File: src/rtl/uart_tx_fifo.sv
// Transmit FIFO between the CPU data-write strobe and the uart_tx serialiser.
// Bytes are queued in a circular buffer and handed to uart_tx one at a time.
module uart_tx_fifo #(
    parameter int unsigned DEPTH_LOG2 = 4
) (
    input  logic                  cpu_clk,
    input  logic                  rstn,
    input  logic                  wr_en_i,
    input  logic [7:0]            wr_data_i,
    input  logic                  clr_overflow_i,
    input  logic                  uart_tx_busy_i,
    output logic                  uart_tx_en_o,
    output logic [7:0]            uart_tx_data_o,
    output logic [DEPTH_LOG2:0]   level_o,
    output logic                  empty_o,
    output logic                  full_o,
    output logic                  overflow_o,
    output logic                  idle_o
);

    localparam int unsigned Depth = 1 << DEPTH_LOG2;
    localparam logic [DEPTH_LOG2:0]   LevelFull = Depth[DEPTH_LOG2:0];
    localparam logic [DEPTH_LOG2:0]   LevelOne  = 1;
    localparam logic [DEPTH_LOG2-1:0] PtrOne    = 1;

    typedef enum logic [1:0] {StIdle, StLaunch, StGuard, StDrain} state_e;

    state_e                state_q;
    logic [7:0]            mem_q [Depth];
    logic [DEPTH_LOG2-1:0] wr_ptr_q;
    logic [DEPTH_LOG2-1:0] rd_ptr_q;
    logic [DEPTH_LOG2:0]   level_q;
    logic [DEPTH_LOG2:0]   level_d;
    logic                  overflow_q;
    logic                  uart_tx_en_q;
    logic [7:0]            uart_tx_data_q;

    logic empty;
    logic full;
    logic pop;
    logic push;
    logic drop;

    assign empty = (level_q == '0);
    assign full  = (level_q == LevelFull);

    // A pop frees a slot in the same cycle, so a write at full still fits.
    assign pop  = (state_q == StIdle) && !empty && !uart_tx_busy_i;
    assign push = wr_en_i && (!full || pop);
    assign drop = wr_en_i && full && !pop;

    always_comb begin
        level_d = level_q;
        if (push && !pop) begin
            level_d = level_q + LevelOne;
        end else if (pop && !push) begin
            level_d = level_q - LevelOne;
        end
    end

    always_ff @(posedge cpu_clk) begin
        if (push) begin
            mem_q[wr_ptr_q] <= wr_data_i;
        end
    end

    always_ff @(posedge cpu_clk) begin
        if (!rstn) begin
            state_q        <= StIdle;
            wr_ptr_q       <= '0;
            rd_ptr_q       <= '0;
            level_q        <= '0;
            overflow_q     <= 1'b0;
            uart_tx_en_q   <= 1'b0;
            uart_tx_data_q <= 8'h00;
        end else begin
            level_q      <= level_d;
            uart_tx_en_q <= 1'b0;
            if (push) begin
                wr_ptr_q <= wr_ptr_q + PtrOne;
            end
            if (drop) begin
                overflow_q <= 1'b1;
            end else if (clr_overflow_i) begin
                overflow_q <= 1'b0;
            end
            unique case (state_q)
                StIdle: begin
                    if (pop) begin
                        state_q        <= StLaunch;
                        uart_tx_en_q   <= 1'b1;
                        uart_tx_data_q <= mem_q[rd_ptr_q];
                        rd_ptr_q       <= rd_ptr_q + PtrOne;
                    end
                end
                StLaunch: state_q <= StGuard;
                // uart_tx only raises busy one cycle after it samples en.
                StGuard:  state_q <= StDrain;
                StDrain: begin
                    if (!uart_tx_busy_i) begin
                        state_q <= StIdle;
                    end
                end
                default:  state_q <= StIdle;
            endcase
        end
    end

    assign uart_tx_en_o   = uart_tx_en_q;
    assign uart_tx_data_o = uart_tx_data_q;
    assign level_o        = level_q;
    assign empty_o        = empty;
    assign full_o         = full;
    assign overflow_o     = overflow_q;
    assign idle_o         = empty && (state_q == StIdle) && !uart_tx_busy_i;

endmodule

File: config.mk
export PLATFORM = sky130hd
export DESIGN_NAME = uart_tx_fifo
export DESIGN_NICKNAME = d
export VERILOG_FILES = /design/src/rtl/uart_tx_fifo.sv
export SDC_FILE = /design/constraint.sdc
export NUM_CORES = 1
export LEC_CHECK = 0
export CORE_ASPECT_RATIO = 1.1
export CORE_MARGIN = 3
export CORE_UTILIZATION = 25
export CTS_CLUSTER_SIZE = 25
export DETAILED_ROUTE_END_ITERATION = 12
export HOLD_SLACK_MARGIN = 0.12
export SLEW_MARGIN = 20
export SYNTH_ARGS = -nofsm -noshare
export SYNTH_HDL_FRONTEND = slang
export SYNTH_SLANG_ARGS = --single-unit
File: constraint.sdc
create_clock -name cpu_clk -period 3.5 [get_ports cpu_clk]
set_input_delay 0.525 -clock cpu_clk [delete_from_list [all_inputs] [get_ports cpu_clk]]
set_output_delay 0.525 -clock cpu_clk [all_outputs]
set_load 0.005 [all_outputs]
==> reports/results.md, run 1 <==
- outcome: completed
- most frequent cell after synthesis: edfxtp_1
- gate family responsible for the most delay along the worst path: simple AND/OR/NAND/NOR gates
- fill cell instance count of the final layout: 2336
- Area contributors post-synth: edfxtp_1 62%, mux2i_1 12%, dfxtp_1 8.0%
- Post-Syn Area: 6230 sq um
- Max rail drop VDD: 0.361 mV
- number of buffers added to fix hold violations after cts: 0
- total die area: 26800 sq um
- synthesis-stage register bit count: 153
- All-Layer GR Usage: 0.102
- category of the critical setup timing path: flop to flop
- half-perimeter wire length after placement: 9150 um
- Top FF cell, synth: edfxtp_1
- fraction of final layout cells with drive strength greater than 1: 0.108
- pin slew with the least headroom to its limit: 0.808 ns
- Yosys top cell by area: edfxtp_1
- I/O Pins: 31
- sequential area share after synthesis: 0.698
- Layout Skew: 0.00775 ns
- maximum cell stage delay along the critical path: 0.69 ns
- maximum number of buffers from clock root to sink: 2
- vias after detailed routing: 3484
- power density relative to cell area: 704 nW/um^2
- number of port buffers: 30
- syn_nets: 442
- Final Hold Viols: 0
- Gate Count Post-Synth: 415
- Data required, critical path: 3.85 ns
- class of the tightest hold or removal check: flop to flop
- setup repair after global routing missed its margin: no
- cell breakdown of the critical path: or4_1 -> o31a_1 -> ha_1 -> inv_1 -> ha_1 -> a21o_1 -> a21oi_1 -> mux2i_1 -> mux2i_1
- routed wire length: 13100 um
- total overflow reported by the global router: 0
- Max Clock Freq: 336 MHz
- highest fanout seen on the critical path: 6
- final count of pins violating max slew: 0
- core region area: 24100 sq um
- Final Net Count: 477
- Synth Area in XOR/XNOR: 0.0113
- count of TritonRoute iterations in the first routing pass: 4
- number of enable flip-flop cells after synthesis: 128
- CTS Sinks: 153
- Post CTS Setup Buffer Count: 0
- Yosys top cell area share: 0.617
- number of gates given a new drive strength after cts: 0
- count of inserted antenna diode cells: 0
- CTS tree: yes
- residual antenna-violating net count after detailed routing: 0
- Pwr Total: 5.34 mW
- Synth Area in Adders: 0.0293
- Min Hold Slack: 0.486 ns
- cell at the root of the clock tree: clkbuf_16
- global-route wire length before repair: 20200 um
- post-synthesis share of cell area spent on and, or, nand and nor gates: 0.0623
- clock-pin slew of the registers on the worst-case setup and hold paths: 0.06 ns
- crit path time final: 2.98 ns
- latest clock arrival within the worst-skew pair: 0.42 ns
- # H-tree levels: 4
- initial core utilization: 0.259
- DRC violation count after routing: 0
- Die Width: 156 um
- weighted congestion reported at the end of routability-driven placement: 0.755
- Worst Setup Start Kind: flop
- Leakage Power: 2.40 nW
- slowest library cell on the worst path: or4_1
- remaining max-slew budget at the tightest pin: 0.460
- Critical Path AT: 3.33 ns
- count of distinct cell types in the synthesized netlist: 33
- routed via count divided by cell count: 4.54
- multiplexer share of the synthesized area: 0.116
- number of maximum-capacitance violations: 0
- number of global-route vias before repair: 3520
- summed negative setup slack over all endpoints: 0 ns
- wire per inst: 17.1 um
- complex-gate fraction of the synthesized area: 0.0631
- type of element capturing the critical path: flop
- Avg Inst Size Synth: 15.0 sq um
- antenna violations before repair: 0
- post-route clock period utilization: 0.851
- main combinational cell family by area after synthesis: multiplexers
- count of warnings emitted by yosys: 0
- share of flip-flops with an asynchronous set or reset after synthesis: 0
- floorplan die height: 172 um
- top cells by count, synth: 128 x edfxtp_1, 72 x mux2i_1, 32 x o22ai_1
- maximum number of pins on one net before global-route repair: 37
- number of buffers created by CTS: 17
- area added between synthesis and finish: 21.9%
- Starting DRT DRC Count: 264
- site row count: 59
- setup violation total in the final timing report: 0
- critical path buffer and inverter count: 1
## layout by cell type, fill, tap and decap left out, types with 4 or more instances in the layout
cell | netlist | final
bufinv_16 | 0 | 7
nor3_1 | 5 | 4
clkbuf_16 | 0 | 17
buf_4 | 0 | 11
nand3_1 | 4 | 4
dfxtp_1 | 25 | 24
nor2b_1 | 5 | 5
o22ai_1 | 32 | 32
nand2b_1 | 6 | 6
mux2i_1 | 72 | 72
inv_1 | 7 | 7
nor2_1 | 17 | 17
and2_1 | 7 | 7
ha_1 | 13 | 13
xnor2_1 | 6 | 6
clkdlybuf4s50_1 | 0 | 29
o21ai_0 | 11 | 11
a21oi_1 | 13 | 13
nor4_1 | 9 | 9
edfxtp_1 | 128 | 128
nand2_1 | 11 | 11
## sequential cells by signal (all words and copies together) (netlist names)
name	cells
state_q	2
level_o	5
uart_tx_data_o	8
wr_ptr_q	4
uart_tx_en_o	1
mem_q	128
overflow_o	1
rd_ptr_q	4
## worst reg2reg max path: cells and delay by family (launching register included)
kind / cells / cell delay, ns
flops: 1 / 0.38
buf+inv: 1 / 0.16
compound gates: 3 / 0.68
mux: 2 / 0.48
fa+ha+maj: 2 / 0.51
simple gates: 1 / 0.70
## power breakdown
group	switching [mW]	total [mW]	leakage, nW	internal (mW)
Clock	0.711	2.13	0.340	1.41
Combinational	0.535	0.999	0.703	0.464
Sequential	0.115	2.22	1.36	2.10
## layer usage
layer,share of wire,GRT usage
met5,0,0
met4,0.021,0.0423
met1,0.43,0.122
met3,0.041,0.0257
met2,0.51,0.175
## cell families (layout without fill, tap and decap cells)
family          Yosys count  in the layout
xor+xnor                  8              8
fa+ha+maj                14             14
buf+inv                  32             80
mux                      72             72
compound gates           63             63
flops                   153            153
simple gates             73             73
## layout make-up
class / instances / area (sq um) / share of cell area
Timing Repair Buffer: 41 / 378 / 0.0498
Clock inverter: 15 / 270 / 0.0356
Multi-Input combinational cell: 230 / 1760 / 0.232
Clock buffer: 17 / 425 / 0.0561
Sequential cell: 153 / 4350 / 0.573
Inverter: 7 / 26.3 / 0.00346
Tap cell: 305 / 382 / 0.0503
## per-stage QoR
step | util | worst slack (ns) | instance area, sq um | std cells
2_1_floorplan | - | 0.620 | 6230 | 415
3_3_place_gp | 0.286 | 0.521 | 6890 | 736
3_5_place_dp | 0.286 | 0.381 | 6890 | 736
4_1_cts | 0.315 | 0.506 | 7590 | 768
5_1_grt | 0.315 | 0.336 | 7590 | 768
6_report | 0.315 | 0.522 | 7590 | 768
## worst paths after layout
check	startpoint	cells past startpoint	slack [ns]	end
setup / recovery	level_o[0]	9	0.52	level_o[4]
hold / removal	overflow_o	2	0.49	overflow_o
setup reg to reg	level_o[0]	9	0.52	level_o[4]
hold reg to reg	overflow_o	2	0.49	overflow_o
No activity file was read; power rests on OpenSTA's default activity.
==> run 2, diff against run 1 <==
--- a/config.mk
+++ b/config.mk
@@ -13,2 +13,3 @@
 export HOLD_SLACK_MARGIN = 0.12
+export SETUP_SLACK_MARGIN = 0.15
 export SLEW_MARGIN = 20
--- a/constraint.sdc
+++ b/constraint.sdc
@@ -3,2 +3,2 @@
 set_output_delay 0.525 -clock cpu_clk [all_outputs]
-set_load 0.005 [all_outputs]
+set_load 0.05 [all_outputs]
==> run 2 against run 1 <==
  * Via count fell by 0.57%
  * Hold slack improved by 0.0063 ns
  * Total power fell by 2.1%
  * Combinational power rose by 30%
  * Global-route usage fell by 0.10 points
  * Clock power fell by 19%
  * Sequential share of layout area rose by 1.0 points
  * Register-to-register slack barely moved
  * Cell area fell by 1.7%
  * Clock skew fell by 0.0022 ns
  * Final cell count fell by 0.26%
  * Sequential cell count did not move
  * Critical path type is now flop to primary output
  * Critical endpoint is now idle_o
==> reports/results.md, run 2 (same netlist as run 1, synthesis figures left out) <==
- number of buffers added to fix hold violations after cts: 0, unchanged
- Max Clock Freq: 330 MHz, was 336 MHz
- most common cell after layout, fill and taps aside: edfxtp_1, unchanged
- residual antenna-violating net count after detailed routing: 0, unchanged
- Leakage Power: 2.33 nW, was 2.40 nW
- outcome: completed, unchanged
- DRC violation count after routing: 0, unchanged
- Layout Skew: 0.00553 ns, was 0.00775 ns
- number of port buffers: 30, unchanged
- gate family responsible for the most delay along the worst path: simple AND/OR/NAND/NOR gates, unchanged
- beginning of the worst register-to-register path: level_o[0], unchanged
- CTS Sinks: 153, unchanged
- Final Hold Viols: 0, unchanged
- Post CTS Setup Buffer Count: 0, unchanged
- vias after detailed routing: 3464, was 3484
- Starting DRT DRC Count: 271, was 264
- global-route wire length before repair: 20100 um, was 20200 um
- setup violation total in the final timing report: 0, unchanged
- critical path buffer and inverter count: 1, unchanged
- remaining max-slew budget at the tightest pin: 0.307, was 0.460
- total overflow reported by the global router: 0, unchanged
- leading cell types in the layout, fill and taps excluded: 128 x edfxtp_1, 72 x mux2i_1, 32 x o22ai_1, 30 x clkdlybuf4s50_1, 24 x dfxtp_1, was 128 x edfxtp_1, 72 x mux2i_1, 32 x o22ai_1, 29 x clkdlybuf4s50_1, 24 x dfxtp_1
- latest clock arrival within the worst-skew pair: 0.42 ns, about the same
- maximum cell stage delay along the critical path: 0.83 ns, was 0.69 ns
- floorplan die height: 172 um, unchanged
- count of TritonRoute iterations in the first routing pass: 4, unchanged
- maximum number of buffers from clock root to sink: 2, unchanged
- total die area: 26800 sq um, unchanged
- Worst Reg-to-Reg Cells: 9, unchanged
- Worst R2R Setup Slack: 0.52 ns, about the same
- highest fanout seen on the critical path: 6, unchanged
- antenna violations before repair: 0, unchanged
- number of placed instances with taps included: 734, was 736
- cell at the root of the clock tree: clkbuf_16, unchanged
- Data required, critical path: 2.97 ns, was 3.85 ns
- Worst Setup Start Kind: flop, unchanged
- site row count: 59, unchanged
- number of buffers created by CTS: 17, unchanged
- flip-flop count of the largest register after layout: 128, unchanged
- count of inserted antenna diode cells: 0, unchanged
- capturing point of the worst reg2reg path: level_o[4], unchanged
- summed negative setup slack over all endpoints: 0 ns, unchanged
- Die Width: 156 um, unchanged
- pin slew with the least headroom to its limit: 1.04 ns, was 0.808 ns
- All-Layer GR Usage: 0.101, was 0.102
- power density relative to cell area: 701 nW/um^2, was 704 nW/um^2
- number of maximum-capacitance violations: 0, unchanged
- weighted congestion reported at the end of routability-driven placement: 0.776, was 0.755
- Critical Path AT: 2.51 ns, was 3.33 ns
- routed wire length: 13000 um, was 13100 um
- maximum number of pins on one net before global-route repair: 39, was 37
- fill cell instance count of the final layout: 2337, was 2336
- number of gates given a new drive strength after cts: 0, unchanged
- cell breakdown of the critical path: or4_1 -> nor3_1 -> clkdlybuf4s50_1, was or4_1 -> o31a_1 -> ha_1 -> inv_1 -> ha_1 -> a21o_1 -> a21oi_1 -> mux2i_1 -> mux2i_1
- CP Depth: 3, was 9
- clock-pin slew of the registers on the worst-case setup and hold paths: 0.06 ns, about the same
- Max rail drop VDD: 0.357 mV, was 0.361 mV
- half-perimeter wire length after placement: 8970 um, was 9150 um
- post-route clock period utilization: 0.866, was 0.851
- category of the critical setup timing path: flop to primary output, was flop to flop
- class of the tightest hold or removal check: flop to flop, unchanged
- crit path time final: 3.03 ns, was 2.98 ns
- type of element capturing the critical path: primary output, was flop
- utilization of the core after routing: 0.310, was 0.315
- initial core utilization: 0.259, unchanged
- I/O Pins: 31, unchanged
- wire per inst: 16.9 um, was 17.1 um
- setup repair after global routing missed its margin: no, unchanged
- area added between synthesis and finish: 19.7%, was 21.9%
- # H-tree levels: 4, unchanged
- final count of pins violating max slew: 0, unchanged
- core region area: 24100 sq um, unchanged
- register with the most flip-flops: mem_q, unchanged
- CTS tree: yes, unchanged
- routed via count divided by cell count: 4.52, was 4.54
- fraction of final layout cells with drive strength greater than 1: 0.0933, was 0.108
- capture point of the critical path: idle_o, was level_o[4]
- count of placed standard cells in the final layout, fillers left out: 766, was 768
- slowest library cell on the worst path: clkdlybuf4s50_1, was or4_1
- Final Net Count: 475, was 477
- number of global-route vias before repair: 3549, was 3520
- crit path launch: level_o[0], unchanged
- Min Hold Slack: 0.492 ns, was 0.486 ns
## run 2: cell count changes in the layout (fill, tap and decap cells not counted), moves of 2 or more
cell	previous run	this run
bufinv_16	7	2
clkinvlp_4	1	3
buf_4	11	8
clkinv_1	0	3
## run 2: layout make-up
class	count	area, sq um	area share
Clock inverter	14	131	0.0176
Inverter	7	26.3	0.00352
Timing Repair Buffer	39	380	0.0510
Clock buffer	18	429	0.0576
Sequential cell	153	4350	0.583
Multi-Input combinational cell	230	1760	0.236
Tap cell	305	382	0.0512
## run 2: report_power, final
group / internal, mW / leakage (nW) / switching (mW)
sequential: 2.10 / 1.36 / 0.110
combinational: 0.467 / 0.695 / 0.831
clock: 1.04 / 0.268 / 0.679
total: 3.61 / 2.33 / 1.62
## run 2: layer usage
layer,vias to the layer above,routed length (um),GRT usage,part of all wire
li1,1656,-,-,-
met1,1725,5700,0.119,0.44
met2,66,6640,0.176,0.51
met3,17,309,0.0216,0.024
met4,0,334,0.0476,0.026
met5,-,0,0,0
## run 2: worst min path at each step
| stage | cells after the start | to | slack (ns) | from |
|---|---|---|---|---|
| after floorplan | 2 | state_q[0] | 0.46 | state_q[0] |
| after global placement | 2 | state_q[0] | 0.47 | state_q[0] |
| after detailed placement | 2 | state_q[0] | 0.49 | state_q[0] |
| after CTS | 2 | state_q[0] | 0.50 | state_q[0] |
| after global routing | 2 | state_q[0] | 0.52 | state_q[0] |
| final | 2 | state_q[0] | 0.49 | state_q[0] |
## run 2: stage by stage
step,setup WS (ns),power [mW],area [sq um]
after floorplan,0.327,3.13,6230
after global placement,0.521,3.51,6890
after detailed placement,0.376,3.56,6890
after CTS,0.440,5.28,7450
after global routing,0.320,5.48,7460
final,0.469,5.23,7460
## run 2: worst reg2reg max path, delay by kind of cell (launching register included)
family	cells	cell delay, ns
and+or+nand+nor	1	0.70
AOI/OAI and AO/OA	3	0.68
adders and majority gates	2	0.52
muxes	2	0.48
DFF	1	0.37
buffers and inverters	1	0.16
